==> config.mk <==
export PLATFORM = sky130hd
export DESIGN_NAME = adc_frame_packer
export DESIGN_NICKNAME = d
export VERILOG_FILES = /design/src/rtl/adc_frame_packer.sv
export SDC_FILE = /design/constraint.sdc
export NUM_CORES = 1
export LEC_CHECK = 0
export BUFFER_PORTS_ARGS = -buffer_cell sky130_fd_sc_hd__buf_2
export CAP_MARGIN = 20
export CORE_MARGIN = 4
export CORE_UTILIZATION = 60
export CTS_BUF_LIST = sky130_fd_sc_hd__clkbuf_16
export DETAILED_ROUTE_END_ITERATION = 8
export PLACE_DENSITY = 0.9
export SYNTH_ARGS = -nofsm -noshare
export SYNTH_HDL_FRONTEND = slang
export SYNTH_SLANG_ARGS = --single-unit
==> constraint.sdc <==
create_clock -name clk -period 3.5 [get_ports clk]
set_input_delay 0.35 -clock clk [delete_from_list [all_inputs] [get_ports clk]]
set_output_delay 0.35 -clock clk [all_outputs]
set_load 0.02 [all_outputs]
==> src/rtl/adc_frame_packer.sv <==
// adc_frame_packer
//   Buffers 8-bit ADC samples in a small FIFO and sends them to the UART
//   transmitter as fixed-length frames: HEADER, FRAME_LEN samples, then an
//   8-bit checksum (sum mod 256 of the sample bytes). Bytes go out one at a
//   time using the transmitter's level-enable / done-pulse handshake.
//
//   Optional feature macro: ADC_FRAME_SEQ_EN
//     When defined, a frame sequence byte follows HEADER. It is included in
//     the checksum and increments after every completed frame.
//
// Ports
//   clk          system clock
//   rstn         asynchronous active-low reset
//   ad_sample    ADC conversion result, stable while ad_done is high
//   ad_done      ADC conversion-complete flag (level, may stay high)
//   tx_done_sig  one-cycle pulse: transmitter finished the current byte
//   tx_data      byte presented to the transmitter
//   tx_en_sig    transmit request level
//   frame_busy   high from header load until the checksum's tx_done_sig
//   overflow     sticky: a sample was dropped because the FIFO was full
//   fifo_level   current FIFO occupancy
//
// FSM states
//   state | meaning
//   IDLE  | waiting for FRAME_LEN samples in the FIFO
//   HDR   | header byte on tx_data, waiting for tx_done_sig
//   SEQ   | sequence byte on tx_data (ADC_FRAME_SEQ_EN only)
//   DATA  | sample byte on tx_data, waiting for tx_done_sig
//   SUM   | checksum byte on tx_data, waiting for tx_done_sig
//   GAP   | one idle cycle with tx_en_sig low, then load next byte

module adc_frame_packer #(
  parameter int         FRAME_LEN  = 4,
  parameter int         FIFO_DEPTH = 8,
  parameter logic [7:0] HEADER     = 8'hAA
) (
  input  logic                          clk,
  input  logic                          rstn,
  input  logic [7:0]                    ad_sample,
  input  logic                          ad_done,
  input  logic                          tx_done_sig,
  output logic [7:0]                    tx_data,
  output logic                          tx_en_sig,
  output logic                          frame_busy,
  output logic                          overflow,
  output logic [$clog2(FIFO_DEPTH):0]   fifo_level
);

  localparam int AW  = $clog2(FIFO_DEPTH);
  localparam int AW1 = AW + 1;
  localparam logic [AW:0] FLEN   = AW1'(FRAME_LEN);
  localparam logic [AW:0] FDEPTH = AW1'(FIFO_DEPTH);

`ifdef ADC_FRAME_SEQ_EN
  typedef enum logic [2:0] {IDLE, HDR, SEQ, DATA, SUM, GAP} state_t;
  localparam state_t FIRST_AFTER_HDR = SEQ;
`else
  typedef enum logic [2:0] {IDLE, HDR, DATA, SUM, GAP} state_t;
  localparam state_t FIRST_AFTER_HDR = DATA;
`endif

  state_t         state;
  state_t         after_gap;
  state_t         after_sent;
  logic [AW:0]    cnt;
  logic [7:0]     csum;
  logic [7:0]     mem [FIFO_DEPTH];
  logic [AW-1:0]  wr_ptr;
  logic [AW-1:0]  rd_ptr;
  logic           ad_done_q;
  logic           ad_done_qq;
  logic           wr_req;
  logic           pop;
  logic           full;
  logic           wr_ok;
`ifdef ADC_FRAME_SEQ_EN
  logic [7:0]     seq;
`endif

  // Rising edge of the registered conversion flag; a long ad_done level
  // therefore produces exactly one write.
  assign wr_req = ad_done_q & ~ad_done_qq;
  assign pop    = (state == GAP) && (after_gap == DATA);
  assign full   = (fifo_level == FDEPTH);
  // A pop in the same cycle frees a slot, so a write to a full FIFO is
  // still accepted then.
  assign wr_ok  = wr_req & (~full | pop);

  always_ff @(posedge clk or negedge rstn) begin
    if (!rstn) begin
      ad_done_q  <= 1'b0;
      ad_done_qq <= 1'b0;
      wr_ptr     <= '0;
      rd_ptr     <= '0;
      fifo_level <= '0;
      overflow   <= 1'b0;
    end else begin
      ad_done_q  <= ad_done;
      ad_done_qq <= ad_done_q;
      if (wr_ok) wr_ptr <= wr_ptr + 1'b1;
      if (pop)   rd_ptr <= rd_ptr + 1'b1;
      if (wr_req && !wr_ok) overflow <= 1'b1;
      fifo_level <= fifo_level + AW1'(wr_ok) - AW1'(pop);
    end
  end

  always_ff @(posedge clk) begin
    if (wr_ok) mem[wr_ptr] <= ad_sample;
  end

  // Where to go after the GAP that follows the byte now being sent.
  // cnt already counts the sample currently on tx_data.
  always_comb begin
    after_sent = SUM;
    if (state == HDR)     after_sent = FIRST_AFTER_HDR;
    else if (cnt < FLEN)  after_sent = DATA;
  end

  always_ff @(posedge clk or negedge rstn) begin
    if (!rstn) begin
      state      <= IDLE;
      after_gap  <= IDLE;
      cnt        <= '0;
      csum       <= '0;
      tx_data    <= '0;
      tx_en_sig  <= 1'b0;
      frame_busy <= 1'b0;
`ifdef ADC_FRAME_SEQ_EN
      seq        <= '0;
`endif
    end else begin
      case (state)
        IDLE: begin
          if (fifo_level >= FLEN) begin
            tx_data    <= HEADER;
            tx_en_sig  <= 1'b1;
            frame_busy <= 1'b1;
            csum       <= '0;
            cnt        <= '0;
            state      <= HDR;
          end
        end
        GAP: begin
          tx_en_sig <= 1'b1;
          state     <= after_gap;
          case (after_gap)
            DATA: begin
              tx_data <= mem[rd_ptr];
              csum    <= csum + mem[rd_ptr];
              cnt     <= cnt + 1'b1;
            end
`ifdef ADC_FRAME_SEQ_EN
            SEQ: begin
              tx_data <= seq;
              csum    <= csum + seq;
            end
`endif
            default: tx_data <= csum;
          endcase
        end
        // HDR, SEQ, DATA, SUM: hold the byte until the transmitter is done.
        default: begin
          if (tx_done_sig && tx_en_sig) begin
            tx_en_sig <= 1'b0;
            if (state == SUM) begin
              frame_busy <= 1'b0;
              state      <= IDLE;
`ifdef ADC_FRAME_SEQ_EN
              seq        <= seq + 1'b1;
`endif
            end else begin
              after_gap <= after_sent;
              state     <= GAP;
            end
          end
        end
      endcase
    end
  end

endmodule

==> flow_summary.ini <==
[status]
status = finished, final reports clean

[critical_path]
crit_path_end_kind = flop
crit_fanout = 11
kind_of_critical_path = flop to flop
regToRegEndpoint = csum[6]
worst-path-buf-inv = 1
critPathLaunchType = flop
critPathMostFrequentCell = sky130_fd_sc_hd__a21o_1
critical_path.reg2reg.startpoint = rd_ptr[0]
cpLargestDelayFamily = multiplexers
cp_data_required_time_ps = 3730
critical_path.cell_chain = buf_4, mux4_1, mux2_2, ha_1, fa_1, a21o_1, a21o_1, a21oi_1, or4b_1, nand3_1
crit_arrival_ps = 3210
cpPeakStageDelay_ps = 570
critPathSlowestCell = sky130_fd_sc_hd__mux4_1
r2r_slack_ps = 520
rr_worst_depth = 10

[timing]
maxClockFrequency_mhz = 336
layout_worst_path_cycle_share = 0.850
finalClockSkew_ps = 9.75
final_critical_path_setup_slack_ps = 524
slew-limit-headroom = 0.411
timing.final.max_slew_violations = 0
fin_crit_ps = 2980
grt_setup_unrepaired = no
final_hold_viol_count = 0
final-setup-viol-count = 0
setup_tns_ps = 0
worst-slew-pin-transition_ps = 883

[synth]
netlist_area_mm2 = 0.00458
synthArstFlopShare = 0.385
postSynthNetCount = 343
avgSynthCellArea_um2 = 14.6
netlist_instances = 313
seq_area_frac_synth = 0.639
synth_cell_types = 49
synthesis.yosys.warnings = 0
synth_edf_count = 64
synth_seq_cells = 104
yosys_most_used_dff = sky130_fd_sc_hd__edfxtp_1

[grt]
first_pass_grt_wire_length_mm = 14.3
gr-usage-all-layers = 0.218
gr-total-overflow = 0
antenna_found_initial = 0
first_global_vias = 2787
grt_start_max_net_pins = 41

[power_and_ir_drop]
p_sw_uw = 1620
seq_power_share = 0.392
ir_worst_vdd_v = 0.000394
power_density_mw_per_mm2 = 853
clock_power_share = 0.233
p_leak_uw = 0.00207
power_frac_comb = 0.375
switching_share = 0.367
cellInternalPower_uw = 2800

[floorplan]
ioPinCount = 27
placement_rows = 31
initial_utilization = 0.624
chipWidth_um = 95.3
die_height_um = 95.3
core-area_mm2 = 0.00733
die-area_mm2 = 0.00909

[clock_network]
cts.reportedPaths.clkPinSlew_ps = 80
post_cts_resize_count = 0
numClockSinks = 104
max-clock-path-buffers = 2
tritoncts = done
worstSkewPairLatency_ps = 360
cts_inserted_buffers = 9
clock-root-buffer = sky130_fd_sc_hd__clkbuf_16
cts_setup_buffers = 0
h-tree-depth = 3
cts_hold_repair.buffers = 0

[finish]
sequential_cell_area_mm2 = 0.00292
diodes = 0
multi_input_logic_area_mm2 = 0.00154
layout.cells.most_common = sky130_fd_sc_hd__edfxtp_1
fill_cells = 442
layout-drive-gt1-share = 0.226
finalNonFillerCells = 457
final_cell_mix = 64 x sky130_fd_sc_hd__edfxtp_1, 40 x sky130_fd_sc_hd__dfrtp_1, 35 x sky130_fd_sc_hd__nand2_1, 26 x sky130_fd_sc_hd__buf_2, 18 x sky130_fd_sc_hd__nor2_1
finalNetCount = 383
synthToLayoutAreaGrowth_pct = 13.2

[drt]
wire_per_inst_um = 19.4
num_vias = 2724
drt_pre_antenna_iters = 4
antenna_left = 0
drt-vias-per-instance = 5.96
initialDrtViolationCount = 190
drc = 0
totalWireLength_mm = 8.88

[run]
maxCapViolations = 0

[place]
post_dp_hpwl_mm = 5.83
portBuffers = 26
place.gp.congestion = 0.889
place.detailed.instances = 441
detailedPlace.worstSlack_ps = 585

[hold_path]
min_path_type = input port to async pin
cell type report:
cell class,instances,share of cell area
clock buffer,9,0.0435
clock inverter,7,0.0186
timing repair buffer,40,0.0454
inverter,10,0.00725
multi-input combinational,188,0.297
tap,99,0.0239
sequential,104,0.564
worst max path at each step:
| stage | from | slack [ps] | depth (start not counted) | end |
|---|---|---|---|---|
| floorplan | rd_ptr[1] | 550 | 10 | csum[7] |
| global placement | rd_ptr[0] | 640 | 10 | csum[6] |
| detailed placement | rd_ptr[0] | 590 | 10 | csum[6] |
| CTS | rd_ptr[0] | 520 | 10 | csum[6] |
| global route | rd_ptr[0] | 340 | 9 | csum[7] |
| finish | rd_ptr[0] | 520 | 10 | csum[6] |
power groups by stage:
| stage | Sequential, uW | Combinational (uW) | Clock [uW] |
|---|---|---|---|
| floorplan | 1750 | 1210 | 0 |
| global placement | 1740 | 1560 | 0 |
| detailed placement | 1750 | 1630 | 0 |
| CTS | 1730 | 1660 | 1050 |
| global route | 1760 | 1820 | 1100 |
| finish | 1730 | 1660 | 1030 |
cell families after synthesis:
family          count (synthesis)  synth area share
compound gates                 49            0.0700
flops                         104             0.639
mux                            27             0.110
fa+ha+maj                      18            0.0525
simple gates                   83            0.0831
xor+xnor                       11            0.0211
buf+inv                        21            0.0249
metrics by stage:
| stage | hold slack [ps] | utilization | area (um^2) | power, uW |
|---|---|---|---|---|
| floorplan | 54.4 | - | 4580 | 2960 |
| global placement | 355 | 0.663 | 4860 | 3290 |
| detailed placement | 367 | 0.663 | 4860 | 3380 |
| CTS | 98.4 | 0.707 | 5180 | 4450 |
| global route | 109 | 0.707 | 5180 | 4680 |
| finish | 106 | 0.707 | 5180 | 4420 |
metal layers:
metal	global-route usage	vias to the layer above	wire, um
met5	0	-	0
met4	0.125	0	355
met3	0.0442	29	477
met2	0.360	81	4340
met1	0.268	1360	3700
li1	-	1254	-
cell usage after synthesis (all sizes together) (7+ instances only):
library cell,number,area share
a21oi,13,0.014
mux4,16,0.083
buf,8,0.014
nor2,18,0.015
ha,16,0.044
o21ai,12,0.013
inv,10,0.0082
mux2,10,0.025
nand2,35,0.029
dfrtp,40,0.22
nand3,12,0.013
edfxtp,64,0.42
xnor2,7,0.013
registers in the layout, summed over array words and instances, names as in the netlist, 2 cells and up:
signal and cells:
csum 8, tx_data 8, mem 64, fifo_level 4, rd_ptr 3, state 3, wr_ptr 3, cnt 4
after_gap 2
(Power assumes the default switching activity.)
